--- src/rtl/mmu_pkg.sv ---
// Shared definitions for the tile sequencer: FSM state encoding and watchdog defaults.
package mmu_pkg;

    typedef enum logic [1:0] {
        IDLE   = 2'd0,
        ISSUE  = 2'd1,
        WAIT   = 2'd2,
        FINISH = 2'd3
    } seq_state_t;

    localparam int DEF_COUNT_NUM   = 16;
    localparam int DEF_TILE_W      = 8;
    localparam int DEF_TIMEOUT_CYC = 4 * DEF_COUNT_NUM;

    // The watchdog allows several full counter operations before declaring a hang.
    function automatic int timeout_default(input int count_num);
        return 4 * count_num;
    endfunction

endpackage

--- src/rtl/mmu_seq_wdog.sv ---
// WAIT-state watchdog: counts enabled cycles since the last clear and flags the
// cycle on which the count reaches TIMEOUT_CYC.
module mmu_seq_wdog
    import mmu_pkg::*;
#(
    parameter int TIMEOUT_CYC = DEF_TIMEOUT_CYC
) (
    input  logic clk,
    input  logic rst_n,
    input  logic clear,
    input  logic enable,
    output logic expire
);

    localparam int CNT_W = $clog2(TIMEOUT_CYC + 1);
    localparam logic [CNT_W-1:0] LAST_CNT = CNT_W'(TIMEOUT_CYC - 1);

    logic [CNT_W-1:0] cnt_reg;

    always_ff @(posedge clk or negedge rst_n) begin
        if (!rst_n) begin
            cnt_reg <= '0;
        end else if (clear) begin
            cnt_reg <= '0;
        end else if (enable && (cnt_reg != LAST_CNT)) begin
            cnt_reg <= cnt_reg + 1'b1;
        end
    end

    // Count k is held during the (k+1)-th enabled cycle, so LAST_CNT marks the TIMEOUT_CYC-th one.
    assign expire = enable & (cnt_reg == LAST_CNT);

endmodule

--- src/rtl/mmu_seq_ctrl.sv ---
// Tile sequencer: issues one start pulse per tile to an attached counter and tracks completions.
// Optional WAIT watchdog compiled in with `define MMU_SEQ_WATCHDOG_EN.
module mmu_seq_ctrl
    import mmu_pkg::*;
#(
    parameter int COUNT_NUM   = DEF_COUNT_NUM,
    parameter int TILE_W      = DEF_TILE_W,
    parameter int TIMEOUT_CYC = timeout_default(COUNT_NUM)
) (
    input  logic              clk,
    input  logic              rst_n,
    input  logic              cmd_valid_i,
    input  logic [TILE_W-1:0] cmd_tiles_i,
    output logic              cmd_ready_o,
    input  logic              abort_i,
    output logic              start_o,
    input  logic              done_i,
    output logic              busy_o,
    output logic [TILE_W-1:0] tile_cnt_o,
    output logic              all_done_o,
    output logic              err_o
);

    seq_state_t        state_reg, state_next;
    logic [TILE_W-1:0] remaining_reg, remaining_next;
    logic [TILE_W-1:0] tile_cnt_reg, tile_cnt_next;
    logic              alive_reg;
    logic              accept;

`ifdef MMU_SEQ_WATCHDOG_EN
    logic err_reg, err_next;
    logic wdog_expire;

    mmu_seq_wdog #(
        .TIMEOUT_CYC (TIMEOUT_CYC)
    ) u_wdog (
        .clk    (clk),
        .rst_n  (rst_n),
        .clear  (state_reg != WAIT),
        .enable (state_reg == WAIT),
        .expire (wdog_expire)
    );

    always_ff @(posedge clk or negedge rst_n) begin
        if (!rst_n) begin
            err_reg <= 1'b0;
        end else begin
            err_reg <= err_next;
        end
    end

    assign err_o = err_reg;
`else
    assign err_o = 1'b0;
`endif

    assign accept = cmd_valid_i & cmd_ready_o;

    always_comb begin
        state_next     = state_reg;
        remaining_next = remaining_reg;
        tile_cnt_next  = tile_cnt_reg;
`ifdef MMU_SEQ_WATCHDOG_EN
        err_next       = err_reg;
`endif
        case (state_reg)
            IDLE: begin
                if (accept) begin
                    remaining_next = cmd_tiles_i;
                    tile_cnt_next  = '0;
`ifdef MMU_SEQ_WATCHDOG_EN
                    err_next       = 1'b0;
`endif
                    state_next     = (cmd_tiles_i == '0) ? FINISH : ISSUE;
                end
            end
            ISSUE: begin
                state_next = abort_i ? IDLE : WAIT;
            end
            WAIT: begin
                // Abort outranks a completion arriving in the same cycle.
                if (abort_i) begin
                    state_next = IDLE;
                end else if (done_i) begin
                    tile_cnt_next  = tile_cnt_reg + 1'b1;
                    remaining_next = remaining_reg - 1'b1;
                    state_next     = (remaining_reg == TILE_W'(1)) ? FINISH : ISSUE;
                end
`ifdef MMU_SEQ_WATCHDOG_EN
                else if (wdog_expire) begin
                    err_next   = 1'b1;
                    state_next = IDLE;
                end
`endif
            end
            FINISH: begin
                state_next = IDLE;
            end
            default: begin
                state_next = IDLE;
            end
        endcase
    end

    always_ff @(posedge clk or negedge rst_n) begin
        if (!rst_n) begin
            state_reg     <= IDLE;
            remaining_reg <= '0;
            tile_cnt_reg  <= '0;
        end else begin
            state_reg     <= state_next;
            remaining_reg <= remaining_next;
            tile_cnt_reg  <= tile_cnt_next;
        end
    end

    // Keeps cmd_ready_o low during reset even though the state register sits in IDLE.
    always_ff @(posedge clk or negedge rst_n) begin
        if (!rst_n) begin
            alive_reg <= 1'b0;
        end else begin
            alive_reg <= 1'b1;
        end
    end

    assign cmd_ready_o = (state_reg == IDLE) & alive_reg;
    assign start_o     = (state_reg == ISSUE);
    assign all_done_o  = (state_reg == FINISH);
    assign busy_o      = (state_reg != IDLE);
    assign tile_cnt_o  = tile_cnt_reg;

endmodule

--- config.mk ---
export PLATFORM = sky130hd
export DESIGN_NAME = mmu_seq_ctrl
export DESIGN_NICKNAME = d
export VERILOG_FILES = /design/src/rtl/mmu_pkg.sv /design/src/rtl/mmu_seq_wdog.sv /design/src/rtl/mmu_seq_ctrl.sv
export SDC_FILE = /design/constraint.sdc
export NUM_CORES = 1
export LEC_CHECK = 0
export BUFFER_PORTS_ARGS = -buffer_cell sky130_fd_sc_hd__buf_2
export CORE_UTILIZATION = 30
export DETAILED_ROUTE_END_ITERATION = 10
export GPL_TIMING_DRIVEN = 0
export PLACE_DENSITY_LB_ADDON = 0.25
export SYNTH_ARGS = -nofsm -noshare
export SYNTH_HDL_FRONTEND = slang
export SYNTH_SLANG_ARGS = --single-unit
--- constraint.sdc ---
create_clock -name clk -period 2 [get_ports clk]
set_clock_uncertainty 0.05 [all_clocks]
set_input_delay 0.1 -clock clk [delete_from_list [all_inputs] [get_ports clk]]
set_output_delay 0.1 -clock clk [all_outputs]
set_load 0.03 [all_outputs]
==> results.cfg <==
[yosys]
syn-num-nets = 143
ys_seq_area_share_pct = 41.5
synth_area_leaders = dfrtp_1 42%, o21ai_0 4.8%, nor2_1 4.6%
syn-cell-area_mm2 = 0.00114
synth-async-reset-ratio_pct = 100
synth.most_common_cell = dfrtp_1
synth_ff_type = dfrtp_1
synth_cells = 127
synth_edf_count = 0
synth.distinct_cells = 37
synth_seq_cells = 19
yosys.area.top_type = dfrtp_1
synth_common_cells = 19 x dfrtp_1, 14 x nor2_1, 11 x o21ai_0
yosys_warnings = 0
synth_top_area_share_pct = 41.5
avgSynthCellArea_um2 = 9.01

[timing]
hold-worst-slack_ns = 0.0544
finalCritPeriodShare_pct = 91.4
tns_ns = 0
hold_violations = 0
rsz0062_at_grt = no
setup_slack_ns = 0.173
slew_violations = 0
setup_violations = 0
fin_crit_ns = 1.83
max_freq_ghz = 0.547

[placed_design]
place_inst = 199
dpl_cell_area_mm2 = 0.00133
port_buffers = 24
place.detailed.hpwl_mm = 2.01
gp_congestion = 0.806
place_ws_ns = 0.168

[detailed_routing]
drc = 0
antenna_left = 0
routedWlPerCell_um = 13.3
num_vias = 1049
finalWirelength_mm = 2.72
vias_per_cell = 5.12
drt-pass1-iter-count = 4
drt_iter0_markers = 38

[power]
total_power_mw = 0.985
combPwrFrac_pct = 22.8
p_sw_share_pct = 33.0
p_seq_share_pct = 49.7
powerDensity_mw_per_mm2 = 708
clkPwrFrac_pct = 27.5
ir_drop_v = 0.000470
power_switching_mw = 0.325
p_int_mw = 0.660
power_leakage_nw = 0.631

[worst_setup_path]
r2r-start = remaining_reg[0]$_DFFE_PN0P_
cp_num_buf_inv = 1
worst_path_largest_cell_delay_ns = 0.50
slowest_stage = or3b_2
worstPathArrival_ns = 1.91
critPathCaptureType = register
critPathRequiredTime_ns = 2.09
r2r_setup_slack_ns = 0.17
cp_top_family = simple AND/OR/NAND/NOR gates
path_max_fanout = 6
r2r_cells = 6
critical_path_class = register to register
crit_chain = inv_1 -> ha_1 -> or3b_2 -> nor3_1 -> o21ai_0 -> o2bb2ai_1
cp-start-kind = register
timing.rr.end = remaining_reg[6]$_DFFE_PN0P_

[cells_and_area]
nets = 174
areaGrowthSynthToFinish_pct = 21.5
design_area_mm2 = 0.00139
num_antenna_cells = 0
drive_gt1_share_pct = 27.4
fillers = 383
multiInputGateArea_um2 = 608
final_cells = 205
seqCellArea_um2 = 475
utilization_pct = 38.0

[cts]
cts.htree.levels = 1
cts_setup_buffers = 0
cts_tree = built
cts_buffers = 3
clk_pin_slew_ns = 0.07
clkLatencyLatePin_ns = 0.26
clock-sinks = 19
clockBufferDepth = 2
postCtsResizedCells = 0
clockRootBuffer = clkbuf_8
hold_buffers = 2

[floorplan]
die_y_um = 63.8
io_pins = 26
fp.dieW_um = 63.8
rows = 22
core-area_mm2 = 0.00366
die_area_mm2 = 0.00407
start_util_pct = 31.3

[global_routing]
grt_pass1_vias = 983
grt_antenna_before_repair = 0
grt_max_degree = 20
gr-total-overflow = 0
grtUsageTotal_pct = 14.4
grt_pass1_wl_mm = 4.64

[hold_path]
worstHoldPathCells = 3
hold_class = input pin to register
min_to = remaining_reg[0]$_DFFE_PN0P_
hold_start = cmd_tiles_i[0]

[outcome]
outcome = finished, final reports clean

[job]
max_cap_viol_count = 0
-- routing by layer --
metal | wire [um] | part of all wire (%) | track usage (%)
met1 | 1260 | 46 | 18.8
met2 | 1280 | 47 | 24.6
met4 | 12 | 0.44 | 1.70
met3 | 167 | 6.1 | 3.39
met5 | 0 | 0 | 0
-- power by group through the flow --
stage	combinational [mW]	sequential, mW	clock (mW)
2_1_floorplan	0.152	0.485	0
3_3_place_gp	0.218	0.492	0
3_5_place_dp	0.223	0.496	0
4_1_cts	0.227	0.488	0.282
5_1_grt	0.258	0.498	0.301
6_report	0.225	0.489	0.271
-- layout make-up --
cell class	count	area share [%]
Timing Repair Buffer	26	10.1
Multi-Input combinational cell	94	43.7
Sequential cell	19	34.2
Tap cell	48	4.32
Buffer	7	2.52
Clock inverter	1	0.360
Inverter	7	1.89
Clock buffer	3	2.97
-- kinds of logic after synthesis --
family | share of synthesized area, %
flops | 41.5
simple gates | 25.6
mux | 1.86
fa+ha+maj | 3.28
other cells | 0.656
buf+inv | 5.36
xor+xnor | 3.82
compound gates | 17.9
-- placed cells by master, fill, tap and decap left out, types with 2 or more instances in the layout --
cell | netlist | routed
a2111oi_2 | 2 | 2
a211oi_1 | 4 | 4
a21oi_1 | 7 | 7
a22oi_1 | 2 | 2
and2_1 | 2 | 2
buf_2 | 4 | 28
clkbuf_1 | 2 | 2
clkbuf_8 | 0 | 3
conb_1 | 2 | 2
dfrtp_1 | 19 | 19
dlygate4sd3_1 | 0 | 2
ha_1 | 3 | 3
inv_1 | 6 | 6
nand2_1 | 9 | 9
nand3_1 | 5 | 5
nand4_1 | 3 | 3
nor2_1 | 14 | 14
nor2b_1 | 3 | 3
nor3_1 | 2 | 2
nor4_1 | 3 | 3
o21ai_0 | 11 | 11
o2bb2ai_1 | 3 | 3
xnor2_1 | 5 | 5
-- how the worst max path moves through the flow --
stage / cells after the start / startpoint / slack, ns / end
3_5_place_dp: 6 / remaining_reg[0]$_DFFE_PN0P_ / 0.17 / remaining_reg[6]$_DFFE_PN0P_
4_1_cts: 6 / remaining_reg[0]$_DFFE_PN0P_ / 0.16 / remaining_reg[6]$_DFFE_PN0P_
3_3_place_gp: 6 / remaining_reg[0]$_DFFE_PN0P_ / 0.24 / remaining_reg[6]$_DFFE_PN0P_
2_1_floorplan: 5 / tile_cnt_o[0]$_DFFE_PN0P_ / 0.33 / tile_cnt_o[6]$_DFFE_PN0P_
5_1_grt: 6 / remaining_reg[0]$_DFFE_PN0P_ / 0.01 / remaining_reg[6]$_DFFE_PN0P_
6_report: 6 / remaining_reg[0]$_DFFE_PN0P_ / 0.17 / remaining_reg[6]$_DFFE_PN0P_
-- worst register-to-register path: stages (launching register included) --
cell	delay, ns
dfrtp_1	0.44
inv_1	0.08
ha_1	0.19
or3b_2	0.50
nor3_1	0.20
o21ai_0	0.11
o2bb2ai_1	0.14
No activity file was read; power rests on OpenSTA's default activity.
